<file path="config.mk">
export PLATFORM = sky130hd
export DESIGN_NAME = bp_cce_lce_req_sink
export DESIGN_NICKNAME = d
export VERILOG_FILES = /design/src/rtl/bp_cce_lce_req_sink.sv
export SDC_FILE = /design/constraint.sdc
export NUM_CORES = 1
export LEC_CHECK = 0
export CORE_AREA = 2 2 332 334
export CTS_CLUSTER_SIZE = 28
export DETAILED_ROUTE_END_ITERATION = 16
export DIE_AREA = 0 0 334 336
export PLACE_DENSITY = 0.59
export SYNTH_ARGS = -nofsm -noshare
export SYNTH_HDL_FRONTEND = slang
export SYNTH_SLANG_ARGS = --single-unit
</file>
<file path="constraint.sdc">
create_clock -name clk_i -period 2.8 [get_ports clk_i]
set_input_delay 0.56 -clock clk_i [delete_from_list [all_inputs] [get_ports clk_i]]
set_output_delay 0.56 -clock clk_i [all_outputs]
set_load 0.05 [all_outputs]
</file>
<file path="src/rtl/bp_cce_lce_req_sink.sv">
// CCE-side LCE request sink: collects one header plus burst data beats
// into a block buffer and offers it to the directory FSM (valid->yumi).
//
// Ports:
//   clk_i, reset_n_i              clock, async active-low reset
//   lce_req_header_*              header channel (ready&valid), has_data
//   lce_req_data_*                fill-width data channel (ready&valid), last
//   req_header_o/req_data_o       captured header, assembled block
//   req_beats_o, req_v_o          beats received, message valid
//   req_yumi_i                    consumer takes message
//   protocol_error_o              sticky overrun flag
// Optional: define BP_CCE_REQ_SINK_STATS_EN to add stat_msgs_o and
// stat_beats_o saturating counters.

module bp_cce_lce_req_sink #(
  parameter int header_width_p = 128,
  parameter int fill_width_p   = 64,
  parameter int block_width_p  = 512,
  localparam int data_els_lp   = block_width_p / fill_width_p,
  localparam int cnt_width_lp  =
    (data_els_lp + 1 > 1) ? $clog2(data_els_lp + 1) : 1
) (
  input  logic                      clk_i,
  input  logic                      reset_n_i,

  input  logic [header_width_p-1:0] lce_req_header_i,
  input  logic                      lce_req_header_v_i,
  output logic                      lce_req_header_ready_and_o,
  input  logic                      lce_req_has_data_i,

  input  logic [fill_width_p-1:0]   lce_req_data_i,
  input  logic                      lce_req_data_v_i,
  output logic                      lce_req_data_ready_and_o,
  input  logic                      lce_req_last_i,

  output logic [header_width_p-1:0] req_header_o,
  output logic [block_width_p-1:0]  req_data_o,
  output logic [cnt_width_lp-1:0]   req_beats_o,
  output logic                      req_v_o,
  input  logic                      req_yumi_i,
`ifdef BP_CCE_REQ_SINK_STATS_EN
  output logic [31:0]               stat_msgs_o,
  output logic [31:0]               stat_beats_o,
`endif
  output logic                      protocol_error_o
);

  typedef enum logic [1:0] {
    e_idle,
    e_data,
    e_full
  } state_e;

  localparam logic [cnt_width_lp-1:0] last_slot_lp =
    cnt_width_lp'(data_els_lp - 1);

  state_e                    state_q, state_d;
  logic [header_width_p-1:0] header_q, header_d;
  logic [block_width_p-1:0]  data_q, data_d;
  logic [cnt_width_lp-1:0]   cnt_q, cnt_d;
  logic                      err_q, err_d;

  logic hdr_rdy, data_rdy, full;
  logic hdr_fire, data_fire;

  always_comb begin
    state_d  = state_q;
    header_d = header_q;
    data_d   = data_q;
    cnt_d    = cnt_q;
    err_d    = err_q;
    hdr_rdy  = 1'b0;
    data_rdy = 1'b0;
    full     = 1'b0;

    unique case (state_q)
      e_idle: hdr_rdy = 1'b1;
      e_data: data_rdy = 1'b1;
      e_full: begin
        full = 1'b1;
        // Same-cycle handoff: a new header may enter as the old leaves.
        hdr_rdy = req_yumi_i;
        if (req_yumi_i) state_d = e_idle;
      end
      default: state_d = e_idle;
    endcase

    hdr_fire  = hdr_rdy & lce_req_header_v_i;
    data_fire = data_rdy & lce_req_data_v_i;

    if (hdr_fire) begin
      header_d = lce_req_header_i;
      data_d   = '0;
      cnt_d    = '0;
      state_d  = lce_req_has_data_i ? e_data : e_full;
    end

    if (data_fire) begin
      for (int k = 0; k < data_els_lp; k++) begin
        if (cnt_q == cnt_width_lp'(k))
          data_d[k*fill_width_p +: fill_width_p] = lce_req_data_i;
      end
      cnt_d = cnt_q + cnt_width_lp'(1);
      if (lce_req_last_i) begin
        state_d = e_full;
      end else if (cnt_q == last_slot_lp) begin
        // Buffer full but sender still streaming: flag and stop.
        err_d   = 1'b1;
        state_d = e_full;
      end
    end
  end

  always_ff @(posedge clk_i or negedge reset_n_i) begin
    if (!reset_n_i) begin
      state_q  <= e_idle;
      header_q <= '0;
      data_q   <= '0;
      cnt_q    <= '0;
      err_q    <= 1'b0;
    end else begin
      state_q  <= state_d;
      header_q <= header_d;
      data_q   <= data_d;
      cnt_q    <= cnt_d;
      err_q    <= err_d;
    end
  end

  assign lce_req_header_ready_and_o = hdr_rdy;
  assign lce_req_data_ready_and_o   = data_rdy;
  assign req_v_o                    = full;
  assign req_header_o               = header_q;
  assign req_data_o                 = data_q;
  assign req_beats_o                = cnt_q;
  assign protocol_error_o           = err_q;

`ifdef BP_CCE_REQ_SINK_STATS_EN
  logic [31:0] msgs_q, beats_q;

  always_ff @(posedge clk_i or negedge reset_n_i) begin
    if (!reset_n_i) begin
      msgs_q  <= '0;
      beats_q <= '0;
    end else begin
      if (full & req_yumi_i & ~&msgs_q)
        msgs_q <= msgs_q + 32'd1;
      if (data_fire & ~&beats_q)
        beats_q <= beats_q + 32'd1;
    end
  end

  assign stat_msgs_o  = msgs_q;
  assign stat_beats_o = beats_q;
`endif

endmodule

</file>
* After elaboration in Yosys (flattened, before gate mapping)
Cells that the tools add are included.
** Storage, ports and cells
- Register bits :: 647
- Bits of input ports :: 199
- Output and inout port bits :: 648
** Operators by class
- $add $sub $neg :: 1
- Equality and inequality tests :: 9
- Multiplexer cells :: 22
- Bitwise operators :: 3
- Reductions and logical operators :: 5
** Operators with widths (count)
- $mux 512 :: 2
- $mux 64 :: 8
- $eq 4x3->1 const B :: 4
- $mux 2 :: 6
- $eq 4x2->1 const B :: 2
- $mux 4 :: 2
- $add 4x1->4 const B :: 1
- $eq 4x1->1 const B :: 1
- $logic_not 4->1 :: 1
- $pmux 2 s2 :: 1
- $reduce_and 3->1 :: 1
- $and 1x1->1 :: 2
- $eq 2x1->1 const B :: 1
- $eq 2x2->1 const B :: 1
- $logic_not 2->1 :: 1
- $mux 1 :: 2
- $pmux 1 s2 :: 1
- $reduce_bool 2->1 :: 1
- $reduce_or 2->1 :: 1
- $not 1->1 :: 1

* Depth between registers and ports, before layout
Gate-level depths: netlist of the first run.
- Depth after elaboration :: 7
- Mapped depth :: 7
- Gate-level depth less buffers :: 5

* Worst setup path after synthesis of the first run
Ideal clock, no wire load.
- Path type :: in2out
- From :: input port req_yumi_i
- To :: output port lce_req_header_ready_and_o
- Arrival time :: 1561 ps
- Required time :: 2240 ps
- Setup slack :: 679 ps
- Cell stages on the path :: 4
- Path buffers :: 2
- Cell sequence :: nor2b_4 -> buf_4 -> clkbuf_1 -> nor2_1
** Between the ends
- Longest elaborated chain between the ends :: 1
** RTL lines
- from (decl) :: RTL line 40 : input logic req_yumi_i,
- $pmux 1 s2 :: RTL line 76 : unique case (state_q)
- to (decl) :: RTL line 28 : output logic lce_req_header_ready_and_o,
Every way passes these cells.

* Worst setup path after layout of the first run
- From :: register data_q[53] (netlist: req_data_o[53])
- To :: output port req_data_o[53]
** RTL lines
- from (decl) :: RTL line 59 : logic [block_width_p-1:0] data_q, data_d;
- from (signal assigned) :: RTL line 124 : data_q <= data_d;
- to (decl) :: RTL line 37 : output logic [block_width_p-1:0] req_data_o,
No word-level cell between the ends.

==> flow_summary.json, run 1 <==
{
  "clkTransAtPathRegs_ns": 0.06,
  "r2r-start": "state_q[0]",
  "io_pins": 847,
  "path_class": "flip-flop to primary output",
  "setup-tns-final_ns": 0,
  "timing.rr.end": "req_data_o[362]",
  "drtIter0Drc": 1549,
  "post-dp-hpwl_um": 81100,
  "cellLeakagePower_nw": 18.5,
  "pwr-share-clk_pct": 26.3,
  "rows": 121,
  "synth_area_per_cell_sq_um": 12.7,
  "p_seq_share_pct": 32.7,
  "startpoint_type": "flip-flop",
  "synth-seq-cells": 647,
  "fin_crit_sh_pct": 93.7,
  "clock_latency_ns": 0.65,
  "fillCellCount": 10534,
  "post_cts_buffers": 0,
  "critPathArrivalTime_ns": 2.06,
  "grt_pass1_vias": 21576,
  "async_flop_share_pct": 100,
  "power_density_nw_per_um2": 958,
  "yosys-top-cells-area": "dfrtp_1 (60%), mux2i_1 (9.6%), mux2_2 (5.4%), o21ai_0 (4.8%), nor3_1 (4.8%)",
  "finalHoldViolations": 0,
  "synth_edf_count": 0,
  "required_ns": 2.24,
  "rrSetupSlack_ns": 0.68,
  "vias_per_cell": 4.93,
  "worstPathMaxFanout": 3,
  "clockBufferDepth": 3,
  "switchingPower_mw": 16.1,
  "maxCapViolations": 0,
  "cts-root-buf": "clkbuf_16",
  "critPathTopFamily": "buffers and inverters",
  "gp_congestion": 0.825,
  "layout_min_cycle_time_ns": 2.62,
  "grt_antenna_before_repair": 12,
  "grt.overflow.total": 0,
  "portBuffers": 846,
  "combPwrFrac_pct": 41.0,
  "cts.htree.levels": 3,
  "yosysTopAreaCell": "dfrtp_1",
  "synth_top_area_share_pct": 60.3,
  "fp.dieH_um": 336,
  "worstPathCellList": "clkdlybuf4s50_1",
  "startpoint": "req_data_o[53]",
  "p_int_mw": 22.0,
  "cp_slowest_stage_delay_ns": 0.88,
  "wirelength_um": 115000,
  "fin_ws_ns": 0.176,
  "grt_pass1_wl_um": 163000,
  "slew_headroom_pct": 51.1,
  "skew_ns": 0.0299,
  "wl_per_cell_um": 26.0,
  "remaining_drc_errors": 0,
  "clock_sinks": 647,
  "status": "finished clean",
  "die-area_sq_um": 112000,
  "syn_nets": 2321,
  "dp_slack_ns": 0.241,
  "yosys_most_used_dff": "dfrtp_1",
  "peakVddDrop_mv": 0.418,
  "start_util_pct": 24.8,
  "fin_util_pct": 36.7,
  "dr_total_vias": 21766,
  "cts_tree": "done",
  "critPathCaptureType": "primary output",
  "fmax_ghz": 0.381,
  "fin_nets": 3144,
  "fin_area_sq_um": 39800,
  "syn_area_sq_um": 26800,
  "ant_nets": 0,
  "cp_slowest_cell": "clkdlybuf4s50_1",
  "p_sw_share_pct": 42.3,
  "worst_pin_slew_ns": 0.731,
  "placed_cell_area_sq_um": 37300,
  "core_area_sq_um": 108000,
  "reg2reg_depth": 5,
  "numCtsBuffers": 76,
  "rsz0062_at_grt": "false",
  "holdWs_ns": 0.455,
  "yosysSeqAreaShare_pct": 60.3,
  "worstHoldPathType": "input pin to asynchronous set/reset pin",
  "grt_max_degree": 94,
  "setup_viol": 0,
  "track_usage_pct": 19.8,
  "drv_slew": 0,
  "synthCells": 2118,
  "die_width_um": 334,
  "drive_gt1_share_pct": 16.5,
  "cp_num_buf_inv": 1,
  "area_delta_synth_final_pct": 48.2,
  "yosysUniqueCellTypes": 32,
  "dr.pass1.iters": 5,
  "synth_warnings": 0
}
==> sequential cells by signal (all words and copies together) (netlist names) <==
register / count
req_data_o: 512
req_beats_o: 4
state_q: 2
req_header_o: 128
protocol_error_o: 1
==> cells in the mapped netlist (2+ instances only) <==
library cell	n
buf_2	21
ha_1	4
nor2_1	2
a31o_2	125
mux2_2	128
nand3b_1	5
a31o_1	131
clkbuf_1	111
mux2i_1	258
nor2b_1	2
buf_1	6
nand2_1	7
inv_1	67
dfrtp_1	647
o211ai_1	2
buf_6	49
nor3_1	257
buf_4	22
nand3_2	3
o21ai_0	259
==> power groups by stage <==
stage | registers (mW) | logic (mW) | clock network, mW
4_1_cts | 12.4 | 15.7 | 10.3
6_report | 12.5 | 15.6 | 10.0
3_5_place_dp | 12.5 | 15.6 | 0
5_1_grt | 12.6 | 16.2 | 10.6
3_3_place_gp | 12.5 | 15.6 | 0
2_1_floorplan | 18.2 | 3.60 | 0
==> worst max path at each step <==
stage	to	cells after the start	slack (ns)
after detailed placement	req_data_o[188]	6	0.24
after floorplan	lce_req_header_ready_and_o	4	0.68
after CTS	req_data_o[53]	1	0.12
after global placement	req_data_o[234]	6	0.26
after global routing	req_data_o[53]	1	0.12
final	req_data_o[53]	1	0.18
==> layout make-up <==
cell class / count / area [sq um] / share of cell area (%)
timing repair buffer: 954 / 9850 / 24.8
sequential: 647 / 16200 / 40.7
tap: 1414 / 1770 / 4.45
inverter: 67 / 251 / 0.632
clock buffer: 112 / 2220 / 5.58
multi-input combinational: 1195 / 9230 / 23.2
antenna: 2 / 5.00 / 0.0126
clock inverter: 25 / 270 / 0.679
==> repair_timing <==
item,4_1_cts,5_1_grt
setup endpoints to repair,1,0
hold buffers,1,0
endpoints found under the hold margin,38,0
resized for setup,1,0
==> metal layers <==
layer  track usage, %  part of all wire [%]
met1             26.8                    44
met2             29.4                    44
met3             6.22                   8.4
met4             7.72                   3.6
met5                0                 0.070
==> through the flow <==
stage               cells  total power, mW
floorplan            2118             21.8
global placement     4276             28.1
CTS                  4414             38.4
finish               4416             38.1
global route         4414             39.4
detailed placement   4276             28.2
==> logic make-up (layout without fill, tap and decap cells) <==
| group | Yosys count | in the layout | synth area share (%) |
|---|---|---|---|
| compound gates | 521 | 521 | 13.4 |
| simple gates | 284 | 284 | 5.51 |
| other cells | 0 | 2 | 0 |
| fa+ha+maj | 4 | 4 | 0.186 |
| buf+inv | 276 | 1158 | 5.64 |
| mux | 386 | 386 | 15.0 |
| flops | 647 | 647 | 60.3 |
==> cell usage in the layout (no fill, tap or decap), drive strengths merged, types with 2 or more instances in the layout <==
| cell type | synthesis | final |
|---|---|---|
| a31o | 256 | 256 |
| buf | 98 | 111 |
| bufinv | 0 | 4 |
| clkbuf | 111 | 112 |
| clkdlybuf4s50 | 0 | 841 |
| clkinv | 0 | 14 |
| clkinvlp | 0 | 3 |
| dfrtp | 647 | 647 |
| diode | 0 | 2 |
| ha | 4 | 4 |
| inv | 67 | 71 |
| mux2 | 128 | 128 |
| mux2i | 258 | 258 |
| nand2 | 7 | 7 |
| nand3 | 4 | 4 |
| nand3b | 5 | 5 |
| nor2 | 2 | 2 |
| nor2b | 3 | 3 |
| nor3 | 257 | 257 |
| o211ai | 2 | 2 |
| o21ai | 259 | 259 |
Power figures use the tool's default switching activity.
==> inputs of run 2 (changes only) <==
- ABC_CLOCK_PERIOD_IN_PS: default -> 2800
- MAX_ROUTING_LAYER: default -> met4
==> flow_summary.json, run 2 (synthesized netlist as in run 1, its figures left out) <==
{
  "status": "finished clean",
  "critPathCaptureType": "primary output",
  "portBuffers": 846,
  "timing.rr.end": "req_data_o[299]",
  "wirelength_um": 115000,
  "layout_min_cycle_time_ns": 2.59,
  "core_area_sq_um": 108000,
  "setup.worst_path.end": "req_data_o[53]",
  "cp_slowest_stage_delay_ns": 0.88,
  "grt_pass1_vias": 21594,
  "dr.pass1.iters": 5,
  "drv_slew": 0,
  "cts.htree.levels": 3,
  "grt_max_degree": 94,
  "path_class": "flip-flop to primary output",
  "maxCapViolations": 0,
  "cp_num_buf_inv": 1,
  "fin_nets": 3144,
  "placed_cell_area_sq_um": 37300,
  "die_width_um": 334,
  "worstHoldPathType": "input pin to asynchronous set/reset pin",
  "cellLeakagePower_nw": 18.5,
  "die-area_sq_um": 112000,
  "worstPathCellList": "clkdlybuf4s50_1",
  "reg2reg_depth": 5,
  "io_pins": 847,
  "numCtsBuffers": 76,
  "cp.depth": 1,
  "cp_slowest_cell": "clkdlybuf4s50_1",
  "grt_antenna_before_repair": 12,
  "startpoint": "req_data_o[53]",
  "fmax_ghz": 0.386,
  "required_ns": 2.24,
  "post-dp-hpwl_um": 81100,
  "clockBufferDepth": 3,
  "wl_per_cell_um": 25.9,
  "gp_congestion": 0.837,
  "worstPathMaxFanout": 2,
  "r2r-start": "state_q[0]",
  "peakVddDrop_mv": 0.417,
  "holdWs_ns": 0.462,
  "final_cells": 4426,
  "grt.overflow.total": 0,
  "finalHoldViolations": 0,
  "rsz0062_at_grt": "false",
  "cts-root-buf": "clkbuf_16",
  "vias_per_cell": 4.91,
  "setup-tns-final_ns": 0,
  "fin_area_sq_um": 39800,
  "dp.cells": 4276,
  "critPathTopFamily": "buffers and inverters",
  "fp.dieH_um": 336,
  "drive_gt1_share_pct": 16.5,
  "skew_ns": 0.0302,
  "track_usage_pct": 20.4,
  "clock_latency_ns": 0.65,
  "final_common_cell": "clkdlybuf4s50_1",
  "area_delta_synth_final_pct": 48.3,
  "critPathArrivalTime_ns": 2.03,
  "startpoint_type": "flip-flop",
  "rows": 121,
  "layout_common_cells": "clkdlybuf4s50_1 (841), dfrtp_1 (647), o21ai_0 (259), mux2i_1 (258), nor3_1 (257)",
  "fin_crit_sh_pct": 92.5,
  "power_density_nw_per_um2": 958,
  "grt_pass1_wl_um": 163000,
  "start_util_pct": 24.8,
  "worst_pin_slew_ns": 0.769,
  "remaining_drc_errors": 0,
  "drtIter0Drc": 1511,
  "ant_nets": 0,
  "slew_headroom_pct": 48.6,
  "dr_total_vias": 21717,
  "setup_viol": 0,
  "post_cts_buffers": 0,
  "clkTransAtPathRegs_ns": 0.06,
  "largest_register_ffs": 512,
  "cts_tree": "done",
  "clock_sinks": 647,
  "rrSetupSlack_ns": 0.70
}
run 2: cell count changes in the layout (fill, tap and decap cells not counted), sizes merged:
cell / delta
diode: +10
run 2: worst min-delay path by stage:
stage | end | slack, ns | from | depth (start not counted)
floorplan | protocol_error_o | 0.26 | reset_n_i | 0
global placement | protocol_error_o | 0.46 | protocol_error_o | 1
detailed placement | protocol_error_o | 0.46 | protocol_error_o | 1
CTS | req_header_o[11] | 0.42 | reset_n_i | 2
global route | req_header_o[103] | 0.45 | reset_n_i | 2
finish | req_header_o[78] | 0.46 | reset_n_i | 2
run 2: layout make-up:
cell class              instances  area (sq um)
well taps                    1414          1770
diodes                         12          30.0
fillers                     10533         68600
multi-input cells            1195          9230
repair buffers                954          9850
inverters                      67           251
clock buffers                 112          2220
clock inverters                25           270
flip-flops and latches        647         16200
run 2: through the flow:
step | setup WS (ns) | util, % | power, mW
finish | 0.210 | 36.7 | 38.1
global route | 0.116 | 36.7 | 39.4
CTS | 0.117 | 36.7 | 38.4
detailed placement | 0.241 | 34.4 | 28.2
global placement | 0.263 | 34.4 | 28.1
floorplan | 0.679 | - | 21.8
run 2: repair_timing:
item,4_1_cts,5_1_grt
endpoints found under the setup margin,1,0
gates resized for setup,1,0
hold buffers,1,0
endpoints found under the hold margin,38,0
run 2: power by group:
| group | leakage (nW) | switching (mW) | internal (mW) |
|---|---|---|---|
| combinational | 8.54 | 10.6 | 5.02 |
| sequential | 8.70 | 1.37 | 11.1 |
| clock | 1.22 | 4.16 | 5.87 |
| total | 18.5 | 16.1 | 22.0 |
run 2: layer usage:
layer	up-vias	share of wire [%]	GRT usage, %
li1	9373	-	-
met1	11270	44	26.9
met2	894	44	29.2
met3	180	8.1	6.12
met4	0	3.6	7.80
met5	-	0	-
